[src/rtl/morse_decoder.sv]
// Purpose: rebuilds 12-bit Morse letter frames from a strobed serial line, decodes letters A..H.
// Latency: ValidOut/ErrorOut pulse in the cycle after the edge that samples the last bit or expires the timeout.
// Backpressure: none; every strobe is consumed except one landing in the single DONE cycle, which is dropped.
// Ports: ClockIn/Reset (sync, active-high); DotDashIn + NewBitIn serial input;
//        LetterOut (last good letter), ValidOut/ErrorOut (one-cycle frame result), Busy (frame in progress).
module morse_decoder #(
    parameter int CLOCK_FREQUENCY = 500,
    parameter int BITS_PER_LETTER = 12,
    parameter int TIMEOUT_CYCLES  = CLOCK_FREQUENCY
) (
    input  logic       ClockIn,
    input  logic       Reset,
    input  logic       DotDashIn,
    input  logic       NewBitIn,
    output logic [2:0] LetterOut,
    output logic       ValidOut,
    output logic       ErrorOut,
    output logic       Busy
);

    localparam int BCW = $clog2(BITS_PER_LETTER + 1);
    localparam int TCW = $clog2(TIMEOUT_CYCLES + 1);
    localparam logic [BCW-1:0] LAST_BIT = BCW'(BITS_PER_LETTER - 1);
    localparam logic [TCW-1:0] TMO_LAST = TCW'(TIMEOUT_CYCLES - 1);
    localparam logic [TCW-1:0] TMO_MAX  = TCW'(TIMEOUT_CYCLES);

    typedef enum logic [1:0] {IDLE, RECV, DONE} state_t;

    state_t         r_state;
    logic [BCW-1:0] r_bitcnt;
    logic [TCW-1:0] r_tmo;
    logic [2:0]     r_run;     // current mark run length, saturates at 4
    logic [1:0]     r_space;   // current space length, saturates at 2
    logic           r_end;     // a space of two or more zeros has been seen
    logic           r_bad;     // sticky malformed flag for this frame
    logic [3:0]     r_code;    // dash=1 / dot=0, first symbol ends up in the MSB of the used field
    logic [2:0]     r_cnt;

    logic           w_last;
    logic           w_close;
    logic [2:0]     w_close_run;
    logic [2:0]     w_run;
    logic [1:0]     w_space;
    logic           w_end;
    logic           w_bad;
    logic [3:0]     w_code;
    logic [2:0]     w_cnt;
    logic           w_ok;
    logic [2:0]     w_letter;

    // Frame state as it would be after absorbing the current sample, plus the
    // decode of that state, which is only used when the sample ends the frame.
    always_comb begin
        w_run       = r_run;
        w_space     = r_space;
        w_end       = r_end;
        w_bad       = r_bad;
        w_code      = r_code;
        w_cnt       = r_cnt;
        w_close     = 1'b0;
        w_close_run = r_run;
        w_last      = (r_bitcnt == LAST_BIT);

        if (DotDashIn) begin
            if (r_end) begin
                w_bad = 1'b1;
            end
            if (r_run != 3'd4) begin
                w_run = r_run + 3'd1;
            end
            w_space     = 2'd0;
            // A mark still open on the last bit is closed by the frame end.
            w_close     = w_last;
            w_close_run = w_run;
        end else begin
            w_close     = (r_run != 3'd0);
            w_close_run = r_run;
            w_run       = 3'd0;
            if (r_space != 2'd2) begin
                w_space = r_space + 2'd1;
            end
            if (r_space != 2'd0) begin
                w_end = 1'b1;
            end
        end

        if (w_close) begin
            if (w_close_run != 3'd1 && w_close_run != 3'd3) begin
                w_bad = 1'b1;
            end else if (r_cnt == 3'd4) begin
                w_bad = 1'b1;
            end else begin
                w_code = {r_code[2:0], (w_close_run == 3'd3)};
                w_cnt  = r_cnt + 3'd1;
            end
        end

        w_ok     = ~w_bad;
        w_letter = 3'd0;
        case ({w_cnt, w_code})
            {3'd2, 4'b0001}: w_letter = 3'd0;  // A .-
            {3'd4, 4'b1000}: w_letter = 3'd1;  // B -...
            {3'd4, 4'b1010}: w_letter = 3'd2;  // C -.-.
            {3'd3, 4'b0100}: w_letter = 3'd3;  // D -..
            {3'd1, 4'b0000}: w_letter = 3'd4;  // E .
            {3'd4, 4'b0010}: w_letter = 3'd5;  // F ..-.
            {3'd3, 4'b0110}: w_letter = 3'd6;  // G --.
            {3'd4, 4'b0000}: w_letter = 3'd7;  // H ....
            default:         w_ok     = 1'b0;
        endcase
    end

    always_ff @(posedge ClockIn) begin
        if (Reset) begin
            r_state   <= IDLE;
            r_bitcnt  <= '0;
            r_tmo     <= '0;
            r_run     <= 3'd0;
            r_space   <= 2'd0;
            r_end     <= 1'b0;
            r_bad     <= 1'b0;
            r_code    <= 4'd0;
            r_cnt     <= 3'd0;
            LetterOut <= 3'd0;
            ValidOut  <= 1'b0;
            ErrorOut  <= 1'b0;
            Busy      <= 1'b0;
        end else begin
            ValidOut <= 1'b0;
            ErrorOut <= 1'b0;
            case (r_state)
                IDLE, RECV: begin
                    if (NewBitIn) begin
                        r_bitcnt <= r_bitcnt + 1'b1;
                        r_tmo    <= '0;
                        r_run    <= w_run;
                        r_space  <= w_space;
                        r_end    <= w_end;
                        r_bad    <= w_bad;
                        r_code   <= w_code;
                        r_cnt    <= w_cnt;
                        if (w_last) begin
                            r_state <= DONE;
                            Busy    <= 1'b0;
                            if (w_ok) begin
                                ValidOut  <= 1'b1;
                                LetterOut <= w_letter;
                            end else begin
                                ErrorOut <= 1'b1;
                            end
                        end else begin
                            r_state <= RECV;
                            Busy    <= 1'b1;
                        end
                    end else if (r_state == RECV) begin
                        if (r_tmo != TMO_MAX) begin
                            r_tmo <= r_tmo + 1'b1;
                        end
                        if (r_tmo == TMO_LAST) begin
                            r_state  <= DONE;
                            Busy     <= 1'b0;
                            ErrorOut <= 1'b1;
                        end
                    end
                end
                DONE: begin
                    // Frame storage is wiped here so IDLE always starts clean.
                    r_state  <= IDLE;
                    r_bitcnt <= '0;
                    r_tmo    <= '0;
                    r_run    <= 3'd0;
                    r_space  <= 2'd0;
                    r_end    <= 1'b0;
                    r_bad    <= 1'b0;
                    r_code   <= 4'd0;
                    r_cnt    <= 3'd0;
                end
                default: r_state <= IDLE;
            endcase
        end
    end

endmodule

[config.mk]
export PLATFORM = sky130hd
export DESIGN_NAME = morse_decoder
export DESIGN_NICKNAME = d
export VERILOG_FILES = /design/src/rtl/morse_decoder.sv
export SDC_FILE = /design/constraint.sdc
export NUM_CORES = 1
export LEC_CHECK = 0
export CAP_MARGIN = 20
export CORE_MARGIN = 1
export CORE_UTILIZATION = 40
export DETAILED_ROUTE_END_ITERATION = 12
export MAX_ROUTING_LAYER = met4
export PLACE_DENSITY = 0.62
export SKIP_CTS_REPAIR_TIMING = 1
export SLEW_MARGIN = 20
export SYNTH_ARGS = -nofsm -noshare
export SYNTH_HDL_FRONTEND = slang
export SYNTH_SLANG_ARGS = --single-unit
[constraint.sdc]
create_clock -name ClockIn -period 4.2 [get_ports ClockIn]
set_input_delay 0.84 -clock ClockIn [delete_from_list [all_inputs] [get_ports ClockIn]]
set_output_delay 0.84 -clock ClockIn [all_outputs]
set_load 0.01 [all_outputs]
==> impl_metrics.tcl, run 1 <==
set metrics [dict create \
    syn-instance-count 248 \
    final_layout_size_suffix_gt1_share_pct 9.30 \
    ir_drop_mv 0.205 \
    port_buffers 9 \
    synthSimpleGateAreaFrac_pct 27.2 \
    synth.avg_cell_area_um2 8.07 \
    syn-num-nets 261 \
    p_int_mw 0.501 \
    clock_path_buffers 2 \
    end_kind "flip-flop" \
    via_count 1777 \
    crit_family "simple AND/OR/NAND/NOR gates" \
    nets 271 \
    yosysWarnings 0 \
    cp-start-kind "primary input" \
    tns_ns 0 \
    synth_flop_cell "dfxtp_1" \
    die_w_um 72.7 \
    period_minus_slack_ns 3.26 \
    slew_viol_final 0 \
    ys_seq_area_share_pct 35.0 \
    cts_sinks 35 \
    fmax_mhz 307 \
    critPathBufInv 2 \
    critPathMaxStageDelay_ns 0.57 \
    hold_viol 0 \
    path_cells "clkdlybuf4s50_1, buf_4, mux2_2, nor2_1, nand3_1, or4_1, o41ai_2, o31a_4, and3_4, mux2i_1" \
    drv_cap 0 \
    hpwl_um 3230 \
    crit_path_start "DotDashIn" \
    crit_fanout 11 \
    clock_skew_ns 0.00989 \
    synth-seq-cells 35 \
    post-route-period-util_pct 77.6 \
    drc 0 \
    globalplace.congestion 0.949 \
    synth_cell_types 48 \
    grt_usage_pct 18.7 \
    muxShareOfSynthArea_pct 5.25 \
    core_area_um2 4750 \
    critical_path_class "primary input to flip-flop" \
    post-route-util_pct 47.5 \
    grt_pass1_vias 1599 \
    rsz0062_at_grt "false" \
    p_comb_share_pct 12.5 \
    path_depth 10 \
    setup_viol 0 \
    synth_edf_count 0 \
    cts_buffers 5 \
    grt_max_degree 20 \
    seq_power_share_pct 51.3 \
    cts_root_buf "clkbuf_8" \
    n_antenna_cell 0 \
    start_util_pct 42.1 \
    die_h_um 72.7 \
    drt-initial-drc-count 81 \
    yosysTopAreaCell "dfxtp_1" \
    drtPass1Iterations 4 \
    synth_top_area_share_pct 35.0 \
    synth-xor-area-share_pct 0 \
    antenna_found_initial 0 \
    synth_area_leaders "dfxtp_1, nor2_1, ha_1" \
    multi_input_comb_area_um2 1210 \
    r2r_setup_slack_ns 1.46 \
    hp-class "flip-flop to flip-flop" \
    io_pins 10 \
    crit_required_ns 4.42 \
    clk_pin_slew_ns 0.07 \
    worst_slew_pin_slew_ns 0.733 \
    cts_max_level 2 \
    status "finished, final reports clean" \
    layout_setup_ws_ns 0.942 \
    async_flop_share_pct 0 \
    antenna_left 0 \
    vias_per_cell 5.47 \
    switchingPower_mw 0.172 \
    grt-ovfl-total 0 \
    fill_cells 492 \
    crit_arrival_ns 3.47 \
    wl_um 4420 \
    power_leakage_nw 0.843 \
    powerDensity_nw_per_um2 298 \
    yosys.area_share.adder_pct 5.63 \
    grt_first_pass_wirelength_um 7400 \
    cts_tree "done" \
    reg2reg_to "LetterOut[2]$_SDFFE_PP0P_" \
    worstSetupEndpoint "LetterOut[2]$_SDFFE_PP0P_" \
    worstReg2RegStart "r_run[0]$_SDFFE_PP0P_" \
    areaGrowthSynthToFinish_pct 12.8 \
    clock_latency_ns 0.28 \
    synth_compound_area_share_pct 22.5 \
    dp_slack_ns 0.697 \
    rows 25 \
    relSlewSlack_pct 51.0 \
    die-area_um2 5290 \
    ff2ff_path_depth 11 \
    pwr-share-clk_pct 36.2 \
    routedWlPerCell_um 13.6 \
    syn_area_um2 2000 \
    seq_area_um2 701 \
    swShare_pct 25.6 \
    critPathSlowestCell "clkdlybuf4s50_1" \
    synth_top_family_by_area "simple AND/OR/NAND/NOR gates" \
]
## power by group through the flow
stage,Combinational (mW),Sequential [mW],Clock (mW)
floorplan,0.0599,0.351,0
global placement,0.0842,0.352,0
detailed placement,0.0839,0.352,0
CTS,0.0846,0.345,0.253
global route,0.0945,0.346,0.263
finish,0.0844,0.345,0.244
## worst min path at each step
stage / start / endpoint / slack, ns / depth (start not counted)
floorplan: r_tmo[8]$_SDFFE_PP0P_ / r_tmo[8]$_SDFFE_PP0P_ / 0.45 / 1
detailed placement: LetterOut[1]$_SDFFE_PP0P_ / LetterOut[1]$_SDFFE_PP0P_ / 0.47 / 2
global placement: LetterOut[1]$_SDFFE_PP0P_ / LetterOut[1]$_SDFFE_PP0P_ / 0.46 / 2
CTS: LetterOut[1]$_SDFFE_PP0P_ / LetterOut[1]$_SDFFE_PP0P_ / 0.48 / 2
finish: LetterOut[1]$_SDFFE_PP0P_ / LetterOut[1]$_SDFFE_PP0P_ / 0.48 / 2
global route: LetterOut[1]$_SDFFE_PP0P_ / LetterOut[1]$_SDFFE_PP0P_ / 0.51 / 2
## cell usage after synthesis, types with 3 or more instances
cell type  count
nor2_1        38
dfxtp_1       35
a21oi_1       14
nand2_1       14
inv_1         12
nand3_1       11
a22oi_1       10
clkbuf_1       9
ha_1           9
nor3_1         9
o21ai_0        9
a31oi_1        7
mux2i_1        6
a311oi_1       4
mux2_2         4
nand2b_1       4
nand4_1        4
nor3b_1        4
and3_1         3
nand3b_1       3
nor2b_1        3
or3_1          3
## worst register-to-register path, stage by stage (launching register included)
cell and delay (ns):
dfxtp_1 0.42, inv_1 0.09, ha_1 0.24, nand3b_1 0.19, nor3b_1 0.32, o21ai_2 0.15
nor2_2 0.13, buf_4 0.19, mux2_2 0.36, nand4_1 0.18, and3_4 0.23, mux2i_1 0.17
## cell families after synthesis
logic type / after synthesis
muxes: 10
and+or+nand+nor: 108
buffers and inverters: 23
DFF: 35
adders and majority gates: 9
AOI/OAI and AO/OA: 63
## layout make-up
| type | count | area share [%] |
|---|---|---|
| Multi-Input combinational cell | 190 | 53.7 |
| Inverter | 12 | 1.99 |
| Tap cell | 67 | 3.71 |
| Clock inverter | 1 | 0.222 |
| Timing Repair Buffer | 14 | 5.65 |
| Sequential cell | 35 | 31.0 |
| Clock buffer | 6 | 3.66 |
## routing by layer
layer / up-vias / part of all wire, % / track usage (%)
met2: 26 / 42 / 26.6
met4: 0 / 1.7 / 5.88
met3: 6 / 2.6 / 4.14
met5: - / 0 / -
li1: 927 / - / -
met1: 818 / 54 / 26.2
## sequential cells by signal, indices dropped and copies added, names as in the netlist
name,flops
r_tmo,9
r_bitcnt,4
r_code,4
LetterOut,3
r_cnt,3
r_run,3
r_space,2
r_state,2
Busy,1
ErrorOut,1
ValidOut,1
r_bad,1
r_end,1
## through the flow
step / cells / instance area (um2) / hold WS [ns] / power, mW
after floorplan: 248 / 2000 / 0.449 / 0.411
after global placement: 318 / 2170 / 0.465 / 0.437
after detailed placement: 318 / 2170 / 0.471 / 0.436
after CTS: 325 / 2260 / 0.482 / 0.682
after global routing: 325 / 2260 / 0.508 / 0.703
final: 325 / 2260 / 0.479 / 0.673
## cell usage in the layout, fill, tap and decap left out, types with 3 or more instances in the layout
master,instances
a21oi_1,14
and3_1,3
a22oi_1,10
nand2_1,14
a31oi_1,7
clkdlybuf4s50_1,9
nand3b_1,3
nand2b_1,4
ha_1,9
a311oi_1,4
or3_1,3
nor3_1,9
clkbuf_8,6
inv_1,12
nand3_1,11
nor3b_1,4
dfxtp_1,35
mux2i_1,6
nor2_1,38
buf_4,5
o21ai_0,9
mux2_2,4
nand4_1,4
nor2b_1,3
Power figures use the tool's default switching activity.
==> run 2, diff against run 1 <==
- PLACE_DENSITY: 0.62 -> 0.64
- clock period: 4.2 -> 2.9 ns (I/O delays scaled with it)
==> impl_metrics.tcl, run 2 (same netlist as run 1, synthesis figures left out) <==
set metrics [dict create \
    status "finished, final reports clean" \
    grt_pass1_vias 1605 \
    fmax_mhz 360 \
    hp-start "Busy$_SDFFE_PP0P_" \
    crit_fanout 5 \
    reg.largest.list "r_tmo (9), r_bitcnt (4), r_code (4)" \
    crit_arrival_ns 3.00 \
    tns_ns 0 \
    hold_viol 0 \
    hp-class "flip-flop to flip-flop" \
    hpwl_um 3120 \
    dpl_cell_area_um2 2250 \
    drtPass1Iterations 4 \
    ff2ff_path_depth 10 \
    rsz0062_at_grt "false" \
    worstReg2RegStart "r_run[0]$_SDFFE_PP0P_" \
    slew_viol_final 0 \
    dp_slack_ns -0.168 \
    power_leakage_nw 0.885 \
    core_area_um2 4750 \
    drv_cap 0 \
    end_kind "flip-flop" \
    cts_buffers 5 \
    setup_viol 0 \
    power_mw 0.985 \
    wl_um 4300 \
    crit_required_ns 3.13 \
    cts_max_level 2 \
    post-route-period-util_pct 95.7 \
    powerDensity_nw_per_um2 422 \
    port_buffers 9 \
    die_h_um 72.7 \
    n_antenna_cell 0 \
    clock_latency_ns 0.29 \
    relSlewSlack_pct 57.4 \
    antenna_found_initial 0 \
    final_layout_size_suffix_gt1_share_pct 13.0 \
    die_w_um 72.7 \
    period_minus_slack_ns 2.77 \
    antenna_left 0 \
    critical_path_class "primary input to flip-flop" \
    ir_drop_mv 0.207 \
    grt_usage_pct 18.3 \
    layout_setup_ws_ns 0.125 \
    clock_skew_ns 0.00487 \
    reg2reg_to "LetterOut[2]$_SDFFE_PP0P_" \
    clk_pin_slew_ns 0.08 \
    drt-initial-drc-count 61 \
    r2r_setup_slack_ns 0.27 \
    grt_max_degree 20 \
    nets 281 \
    worst_slew_pin_slew_ns 0.636 \
    grt-ovfl-total 0 \
    critPathBufInv 1 \
    top_register "r_tmo" \
    areaGrowthSynthToFinish_pct 16.6 \
    grt_first_pass_wirelength_um 7200 \
    cp-start-kind "primary input" \
    critPathMaxStageDelay_ns 0.54 \
    fin_area_um2 2330 \
    io_pins 10 \
    drc 0 \
    die-area_um2 5290 \
    largest_reg_flops 9 \
    start_util_pct 42.1 \
    post-route-util_pct 49.1 \
    critPathSlowestCell "or4_1" \
    globalplace.congestion 0.929 \
    path_cells "clkdlybuf4s50_1, or4b_1, o31ai_1, o21ai_2, or4_1, o41ai_2, o31a_4, and3_4, mux2i_1" \
    routedWlPerCell_um 12.8 \
    final_common_cell "nor2_1" \
    hold_depth 2 \
    cts_sinks 35 \
    cts_root_buf "clkbuf_8" \
    min_delay_worst_endpoint "Busy$_SDFFE_PP0P_" \
    via_count 1861 \
    vias_per_cell 5.54 \
    cts_tree "done" \
    rows 25 \
    clock_path_buffers 2 \
    final_cell_mix "nor2_1, dfxtp_1, buf_4, a21oi_1, nand2_1" \
    crit_family "simple AND/OR/NAND/NOR gates" \
]
-- run 2: final cells by class --
cell class              instances  area, um2
clock buffers                   5       68.8
clock inverters                 3       20.0
fillers                       478       2420
inverters                      12       45.0
multi-input cells             190       1210
flip-flops and latches         35        701
well taps                      67       83.8
repair buffers                 24        203
-- run 2: worst min-delay path, cell delays in order, from the launching register on --
cell,delay (ns)
dfxtp_1,0.31
o21ai_0,0.07
a21oi_1,0.06
-- run 2: metal layers --
layer / GRT usage (%) / wire, um
met3: 4.14 / 159
met4: 6.54 / 36
met1: 24.3 / 2170
met5: - / 0
met2: 27.1 / 1940
-- run 2: how the worst max path moves through the flow --
stage | end | slack (ns) | start | cells after the start
after floorplan | LetterOut[0]$_SDFFE_PP0P_ | 0.38 | r_run[0]$_SDFFE_PP0P_ | 9
after global placement | LetterOut[2]$_SDFFE_PP0P_ | -0.12 | DotDashIn | 9
after detailed placement | LetterOut[0]$_SDFFE_PP0P_ | -0.17 | DotDashIn | 9
after CTS | LetterOut[2]$_SDFFE_PP0P_ | 0.13 | DotDashIn | 9
after global routing | LetterOut[2]$_SDFFE_PP0P_ | 0.01 | DotDashIn | 9
final | LetterOut[2]$_SDFFE_PP0P_ | 0.13 | DotDashIn | 9
-- run 2: where the power goes --
group | total [mW] | internal [mW] | switching (mW) | leakage (nW)
registers | 0.499 | 0.490 | 0.00895 | 0.284
clock network | 0.353 | 0.167 | 0.186 | 0.0402
logic | 0.132 | 0.0571 | 0.0750 | 0.561
-- run 2: per-stage QoR --
stage / cells / hold slack [ns]
after global placement: 328 / 0.469
after detailed placement: 328 / 0.468
after floorplan: 248 / 0.449
after CTS: 336 / 0.487
after global routing: 336 / 0.508
final: 336 / 0.482
